--- src/rtl/spi_baud_gen.sv ---
// SPI master baud-rate generator: BaudRate = clk / ((SPPR+1) * 2^(SPR+1)), 50% duty.
// Define SPI_BRG_STROBE_EN to get the BR_rise/BR_fall edge strobes; otherwise they are tied low.
module spi_baud_gen #(
    parameter int unsigned PRE_W = 3,
    parameter int unsigned SPR_W = 3,
    parameter int unsigned CNT_W = 11
) (
    input  logic             clk,
    input  logic             rst,
    input  logic             BRG_clr,
    input  logic [PRE_W-1:0] SPPR,
    input  logic [SPR_W-1:0] SPR,
    output logic             BaudRate,
    output logic             BR_rise,
    output logic             BR_fall
);

    typedef enum logic [1:0] {
        CLEAR = 2'd0,
        LOW   = 2'd1,
        HIGH  = 2'd2
    } state_t;

    state_t           state_q, state_d;
    logic [CNT_W-1:0] cnt_q, cnt_d;
    logic [PRE_W-1:0] sppr_q, sppr_d;
    logic [SPR_W-1:0] spr_q, spr_d;
    logic             baud_d;
    logic             load_c;
    logic [CNT_W-1:0] half_c;
    logic [CNT_W-1:0] last_c;
    logic             term_c;
`ifdef SPI_BRG_STROBE_EN
    logic             rise_c;
    logic             fall_c;
`endif

    // Half period from the shadowed rate selects; only these copies affect timing
    assign half_c = (CNT_W'(sppr_q) + CNT_W'(1)) << spr_q;
    assign last_c = half_c - CNT_W'(1);
    assign term_c = (cnt_q == last_c);

    // Next-state, counter and shadow-load decisions
    always_comb begin
        state_d = state_q;
        cnt_d   = cnt_q;
        baud_d  = BaudRate;
        load_c  = 1'b0;
`ifdef SPI_BRG_STROBE_EN
        rise_c  = 1'b0;
        fall_c  = 1'b0;
`endif
        case (state_q)
            CLEAR: begin
                load_c = 1'b1;
                cnt_d  = '0;
                baud_d = 1'b0;
                if (!BRG_clr) begin
                    state_d = LOW;
                end
            end
            LOW: begin
                if (BRG_clr) begin
                    state_d = CLEAR;
                    cnt_d   = '0;
                    baud_d  = 1'b0;
                end else if (term_c) begin
                    state_d = HIGH;
                    cnt_d   = '0;
                    baud_d  = 1'b1;
`ifdef SPI_BRG_STROBE_EN
                    rise_c  = 1'b1;
`endif
                end else begin
                    cnt_d = cnt_q + CNT_W'(1);
                end
            end
            HIGH: begin
                if (BRG_clr) begin
                    state_d = CLEAR;
                    cnt_d   = '0;
                    baud_d  = 1'b0;
                end else if (term_c) begin
                    // Rate changes take effect only here, so no half-period is ever distorted
                    state_d = LOW;
                    cnt_d   = '0;
                    baud_d  = 1'b0;
                    load_c  = 1'b1;
`ifdef SPI_BRG_STROBE_EN
                    fall_c  = 1'b1;
`endif
                end else begin
                    cnt_d = cnt_q + CNT_W'(1);
                end
            end
            default: begin
                state_d = CLEAR;
                cnt_d   = '0;
                baud_d  = 1'b0;
            end
        endcase
        sppr_d = load_c ? SPPR : sppr_q;
        spr_d  = load_c ? SPR  : spr_q;
    end

    always_ff @(posedge clk or negedge rst) begin
        if (!rst) begin
            state_q  <= CLEAR;
            cnt_q    <= '0;
            BaudRate <= 1'b0;
            sppr_q   <= '0;
            spr_q    <= '0;
        end else begin
            state_q  <= state_d;
            cnt_q    <= cnt_d;
            BaudRate <= baud_d;
            sppr_q   <= sppr_d;
            spr_q    <= spr_d;
        end
    end

`ifdef SPI_BRG_STROBE_EN
    always_ff @(posedge clk or negedge rst) begin
        if (!rst) begin
            BR_rise <= 1'b0;
            BR_fall <= 1'b0;
        end else begin
            BR_rise <= rise_c;
            BR_fall <= fall_c;
        end
    end
`else
    assign BR_rise = 1'b0;
    assign BR_fall = 1'b0;
`endif

endmodule
--- config.mk ---
export PLATFORM = sky130hd
export DESIGN_NAME = spi_baud_gen
export DESIGN_NICKNAME = d
export VERILOG_FILES = /design/src/rtl/spi_baud_gen.sv
export SDC_FILE = /design/constraint.sdc
export NUM_CORES = 1
export LEC_CHECK = 0
export CELL_PAD_IN_SITES_DETAIL_PLACEMENT = 2
export CELL_PAD_IN_SITES_GLOBAL_PLACEMENT = 2
export CORE_MARGIN = 4
export CORE_UTILIZATION = 40
export DETAILED_ROUTE_END_ITERATION = 8
export PLACE_DENSITY_LB_ADDON = 0.1
export SETUP_SLACK_MARGIN = 0.4
export SYNTH_ARGS = -nofsm -noshare
export SYNTH_HDL_FRONTEND = slang
export SYNTH_SLANG_ARGS = --single-unit
--- constraint.sdc ---
create_clock -name clk -period 4.9 [get_ports clk]
set_input_delay 0.98 -clock clk [delete_from_list [all_inputs] [get_ports clk]]
set_output_delay 0.98 -clock clk [all_outputs]
set_load 0.01 [all_outputs]
==> flow_summary.json <==
{
  "holdCritPathClass": "register to register",
  "nets": 230,
  "postCtsResizedCells": 0,
  "critPathMaxFanout": 15,
  "htree_levels": 1,
  "irDropWorstVdd_mv": 0.1973,
  "post_cts_buffers": 0,
  "clk_pin_slew_ns": 0.08,
  "reg2reg_setup_slack_ns": 1.27,
  "grt_pass1_vias": 1676,
  "place_hpwl_mm": 3.965,
  "drive_gt1_share_pct": 15.96,
  "die_h_um": 77.02,
  "syn-cell-area_mm2": 0.001906,
  "synth_cells": 215,
  "cts_root_buf": "clkbuf_8",
  "setup_viol": 0,
  "cts.sinks": 20,
  "fp-row-count": 24,
  "async_flop_share_pct": 100.0,
  "p_per_area_mw_per_mm2": 602.8,
  "ctsHoldBuffers": 0,
  "mostFrequentLayoutCell": "dfrtp_1",
  "fin_ws_ns": 1.269,
  "gp_congestion": 0.8667,
  "period_share_pct": 74.11,
  "cts_tree": "yes",
  "cp-end-kind": "register",
  "antenna_cells": 0,
  "grt.overflow.total": 0,
  "ys_seq_area_share_pct": 26.26,
  "ant_nets": 0,
  "drt-pass1-iter-count": 4,
  "via_per_inst": 5.996,
  "grt_usage_pct": 18.13,
  "antenna_found_initial": 0,
  "slew_violations": 0,
  "final_cell_mix": "dfrtp_1 (20), nor2_1 (16), nand3_1 (15), nand2_1 (14), xor2_1 (12)",
  "area_growth_syn_to_layout_pct": 6.894,
  "critPathArrivalTime_ns": 3.78,
  "max_cap_violations": 0,
  "max_slew_margin_pct": 38.29,
  "yosys_warnings": 0,
  "ys_ff_latch": 20,
  "cp-start-kind": "register",
  "core_mm2": 0.004474,
  "required_ns": 5.04,
  "worst_slew_pin_slew_ns": 0.9228,
  "totalWireLength_mm": 5.068,
  "crit_type": "register to register",
  "synth_edf_count": 0,
  "wl_per_cell_um": 19.12,
  "drt_first_iter_violations": 82,
  "place_ws_ns": 1.347,
  "clock_latency_ns": 0.26,
  "cts_max_path_buffers": 2,
  "cts-buffers-inserted": 3,
  "grt_max_degree": 27,
  "finalHoldViolCount": 0,
  "min_period_ns": 3.631,
  "max_freq_mhz": 275.4,
  "ioPinCount": 12,
  "dr_total_vias": 1589,
  "portBuffers": 9,
  "synth_top_flop_cell": "dfrtp_1",
  "die_w_um": 77.02,
  "tns_ns": 0,
  "avgSynthCellArea_um2": 8.863,
  "initial_utilization_pct": 42.59,
  "rsz0062_at_grt": "false",
  "drc": 0,
  "finClkSkew_ns": 0.008429,
  "dieArea_mm2": 0.005932,
  "p_leak_nw": 0.8153,
  "ys_types": 64,
  "outcome": "completed",
  "grt_pass1_wl_mm": 8.756
}
==> per-layer routing <==
| metal | track usage (%) | wire, µm | vias to the layer above |
|---|---|---|---|
| met3 | 1.405 | 89 | 4 |
| li1 | - | - | 763 |
| met5 | 0 | 0 | - |
| met1 | 24.19 | 2318 | 809 |
| met4 | 4.270 | 45 | 0 |
| met2 | 31.79 | 2614 | 13 |
==> area by class of cell <==
cell class,instances,area [µm²]
inverter,7,26.28
tap,52,65.06
timing repair buffer,9,90.09
clock inverter,1,30.03
fill,483,2437
sequential,20,500.5
multi-input combinational,173,1284
clock buffer,3,41.29
==> worst max-delay path, cell delays in order (launching register included) <==
cell	delay, ns
dfrtp_1	0.60
ha_1	0.27
xor2_2	0.50
a211oi_2	0.21
or3_1	0.47
and3b_1	0.21
xnor2_1	0.12
a22o_1	0.20
and4bb_4	0.25
a31oi_4	0.34
mux2_4	0.33
==> power breakdown <==
group          leakage [nW]  switching, mW  total, mW  internal, mW
Clock                0.0357         0.0574      0.167         0.109
Sequential            0.263          0.108      0.298         0.190
Combinational         0.516          0.430      0.763         0.333
==> through the flow <==
stage / util [%] / std cells / hold WS (ns) / instance area (µm²) / total power [mW]
global route: 45.53 / 265 / 0.6072 / 2037 / 1.331
floorplan: - / 216 / 0.4919 / 1909 / 0.9017
CTS: 45.53 / 265 / 0.5619 / 2037 / 1.233
global placement: 43.93 / 261 / 0.5270 / 1966 / 1.009
finish: 45.53 / 265 / 0.5624 / 2037 / 1.228
detailed placement: 43.93 / 261 / 0.5481 / 1966 / 1.059
==> Yosys cell counts, drive strengths merged (2+ instances only) <==
master	instances	share of area, %
nand2	14	2.8
dfrtp	20	26
o2bb2ai	2	0.92
clkbuf	7	1.4
nor2	26	6.4
buf	9	3.8
nand2b	8	2.6
or2	2	0.66
xor2	13	6.4
inv	7	1.4
nand4	3	0.99
ha	7	4.6
a211oi	2	1.3
a21oi	10	2.8
mux2	6	4.7
o2111ai	2	0.92
o211ai	3	1.2
o21ai	8	2.5
nand3	15	3.9
nor3	2	0.53
o22ai	2	0.99
a21boi	2	0.79
mux2i	2	1.1
and3	3	0.99
xnor2	10	4.6
==> path summary, 6_finish.rpt <==
| kind | start | end | cells past startpoint |
|---|---|---|---|
| setup reg to reg | sppr_q[0]$_DFFE_PN0P_ | sppr_q[2]$_DFFE_PN0P_ | 10 |
| setup / recovery | sppr_q[0]$_DFFE_PN0P_ | sppr_q[2]$_DFFE_PN0P_ | 10 |
| hold / removal | cnt_q[0]$_DFF_PN0_ | cnt_q[0]$_DFF_PN0_ | 1 |
| min in group asynchronous | rst | state_q[0]$_DFFE_PN0P_ | 1 |
| max in group asynchronous | rst | sppr_q[0]$_DFFE_PN0P_ | 1 |
| hold reg to reg | cnt_q[0]$_DFF_PN0_ | cnt_q[0]$_DFF_PN0_ | 1 |
==> logic make-up (layout without fill, tap and decap cells) <==
logic type                 count (synthesis)  count (layout)  synth area share, %
and+or+nand+nor                           87              87                26.53
DFF                                       20              20                26.26
other                                      1               2               0.1968
AOI/OAI and AO/OA                         46              46                19.11
buffers and inverters                     23              20                6.566
muxes                                      8               8                5.778
xor gates and xnor gates                  23              23                10.97
adders and majority gates                  7               7                4.596
==> state kept, by name, indices dropped and copies added (netlist names) <==
register	count
spr_q	3
state_q	2
cnt_q	11
BaudRate	1
sppr_q	3
(Power assumes the default switching activity.)
==> variant, RTL diff (same flow settings) <==
The parameter `PRE_W` goes from 3 to 6.
--- a/src/rtl/spi_baud_gen.sv
+++ b/src/rtl/spi_baud_gen.sv
@@ -1,7 +1,7 @@
 // SPI master baud-rate generator: BaudRate = clk / ((SPPR+1) * 2^(SPR+1)), 50% duty.
 // Define SPI_BRG_STROBE_EN to get the BR_rise/BR_fall edge strobes; otherwise they are tied low.
 module spi_baud_gen #(
-    parameter int unsigned PRE_W = 3,
+    parameter int unsigned PRE_W = 6,
     parameter int unsigned SPR_W = 3,
     parameter int unsigned CNT_W = 11
 ) (
Ports: changed (resized SPPR); port bits go from 12 to 15. The function was not compared with the original's and may differ.
==> variant against the original RTL <==
Fmax is 13% lower. Total power is 21% higher. First-iteration DRC count is 4.9% lower. Sequential cell count is 3 higher. Worst setup slack worse by 0.54 ns. Count of clock-buffer cells in the layout is 1 higher. Synthesized cell count is 20% higher. Wire length is 28% higher. Synthesized area is 17% higher. Combinational power is 34% higher. Design area is 18% higher. Critical path depth stayed put.
==> variant: results <==
placement:
  dpl-instance-area_um2: 2360
  hpwl_um: 5150
  dpl_worst_slack_ns: 0.599
  routabilityCongestion: 0.807
  io_buffer_count: 12
layout:
  fin_nets: 281
  reg_top3: "cnt_q x11, sppr_q x6, spr_q x3"
  drive_above_1_share_pct: 9.20
  fillers: 605
synth:
  ys_seq_area_share_pct: 25.8
  synthDistinctLibCells: 62
  synth_compound_area_share_pct: 23.1
  synth_area_leaders: "dfrtp_1, mux2_4, xor2_1"
  muxShareOfSynthArea_pct: 8.80
  synth_adder_area_share_pct: 3.92
  synth_common_cells: "nor2_1, dfrtp_1, nand3_1"
  synth_xor_area_share_pct: 9.81
  synth_top_family_by_area: "compound AO/OA/AOI/OAI gates"
  synthArstFlopShare_pct: 100
  ys_warn_count: 0
status:
  outcome: "complete, no violations"
timing:
  setup_viol: 0
  tightestPinTransition_ns: 1.09
  fin_skew_ns: 0.00818
power:
  p_leak_nw: 0.969
  ir_worst_vdd_mv: 0.242
  switching_share_pct: 52.0
route:
  first_iter_violations: 78
  wl_um: 6510
  avgViaCountPerCell: 5.92
global_routing:
  gr-usage-met3_pct: 1.95
  grt_use_met1_pct: 27.2
  grt_use_met2_pct: 38.3
  grt_pass1_vias: 2133
  grt_pass1_wl_um: 11000
  grt_usage_pct: 21.0
  grt_max_degree: 33
worst_setup_path:
  arrival_ns: 4.33
  path_delay_family: "compound AO/OA/AOI/OAI gates"
  crit_fanout: 19
  max_stage_delay_ns: 0.75
[variant: cell count changes in the layout (fill, tap and decap cells not counted), sizes merged, moves of 4 or more]
cell,unedited run,this run
a211oi,2,7
a21oi,10,4
mux2,6,10
nor2,26,30
nor3,2,8
o21a,0,4
o21ai,8,12
o31a,0,4
[variant: path summary, 6_finish.rpt]
| path | depth (start not counted) | slack, ns | startpoint | endpoint |
|---|---|---|---|---|
| max | 10 | 0.73 | spr_q[0]$_DFFE_PN0P_ | sppr_q[1]$_DFFE_PN0P_ |
| min | 2 | 0.60 | cnt_q[9]$_DFF_PN0_ | cnt_q[9]$_DFF_PN0_ |
| max reg2reg | 10 | 0.73 | spr_q[0]$_DFFE_PN0P_ | sppr_q[1]$_DFFE_PN0P_ |
| min reg2reg | 2 | 0.60 | cnt_q[9]$_DFF_PN0_ | cnt_q[9]$_DFF_PN0_ |
| max in group asynchronous | 1 | 2.88 | rst | spr_q[1]$_DFFE_PN0P_ |
| min in group asynchronous | 1 | 1.29 | rst | state_q[1]$_DFFE_PN0P_ |
[variant: final cells by class]
type / count / area [µm²] / area share [%]
sequential: 23 / 577 / 24.0
inverter: 7 / 26.3 / 1.09
multi-input combinational: 212 / 1520 / 63.4
clock buffer: 4 / 45.0 / 1.88
tap: 70 / 87.6 / 3.65
timing repair buffer: 15 / 143 / 5.94
[variant: logic make-up (layout without fill, tap and decap cells)]
family / after synthesis / in the layout
other: 1 / 2
xor gates and xnor gates: 25 / 25
muxes: 15 / 15
and+or+nand+nor: 95 / 95
adders and majority gates: 7 / 7
AOI/OAI and AO/OA: 68 / 68
DFF: 23 / 23
buffers and inverters: 24 / 26
[variant: worst min-delay path, stage by stage (launching register included)]
cell and delay, ns:
dfrtp_1 0.40, xor2_1 0.09, nor2_1 0.07
[variant: power groups by stage]
stage          combinational (W)  clock (W)  sequential (W)
2_1_floorplan           0.000868          0        0.000258
3_3_place_gp            0.000979          0        0.000340
3_5_place_dp             0.00101          0        0.000346
4_1_cts                  0.00103   0.000130        0.000341
5_1_grt                  0.00112   0.000141        0.000356
6_report                 0.00102   0.000121        0.000344
[variant: per-stage QoR]
stage / total power, W / std cells
floorplan: 0.00113 / 259
global placement: 0.00132 / 327
detailed placement: 0.00136 / 327
CTS: 0.00150 / 331
global route: 0.00161 / 331
finish: 0.00148 / 331
[variant: layer usage]
layer	up-vias	wire, µm
met5	-	0
met4	0	42
met3	5	73
met2	11	3260
met1	997	3140
li1	947	-
[variant: timing repair]
| action | CTS | global route |
|---|---|---|
| gates resized for setup | 0 | 1 |
| endpoints found under the setup margin | 0 | 9 |
| setup buffers | 0 | 0 |
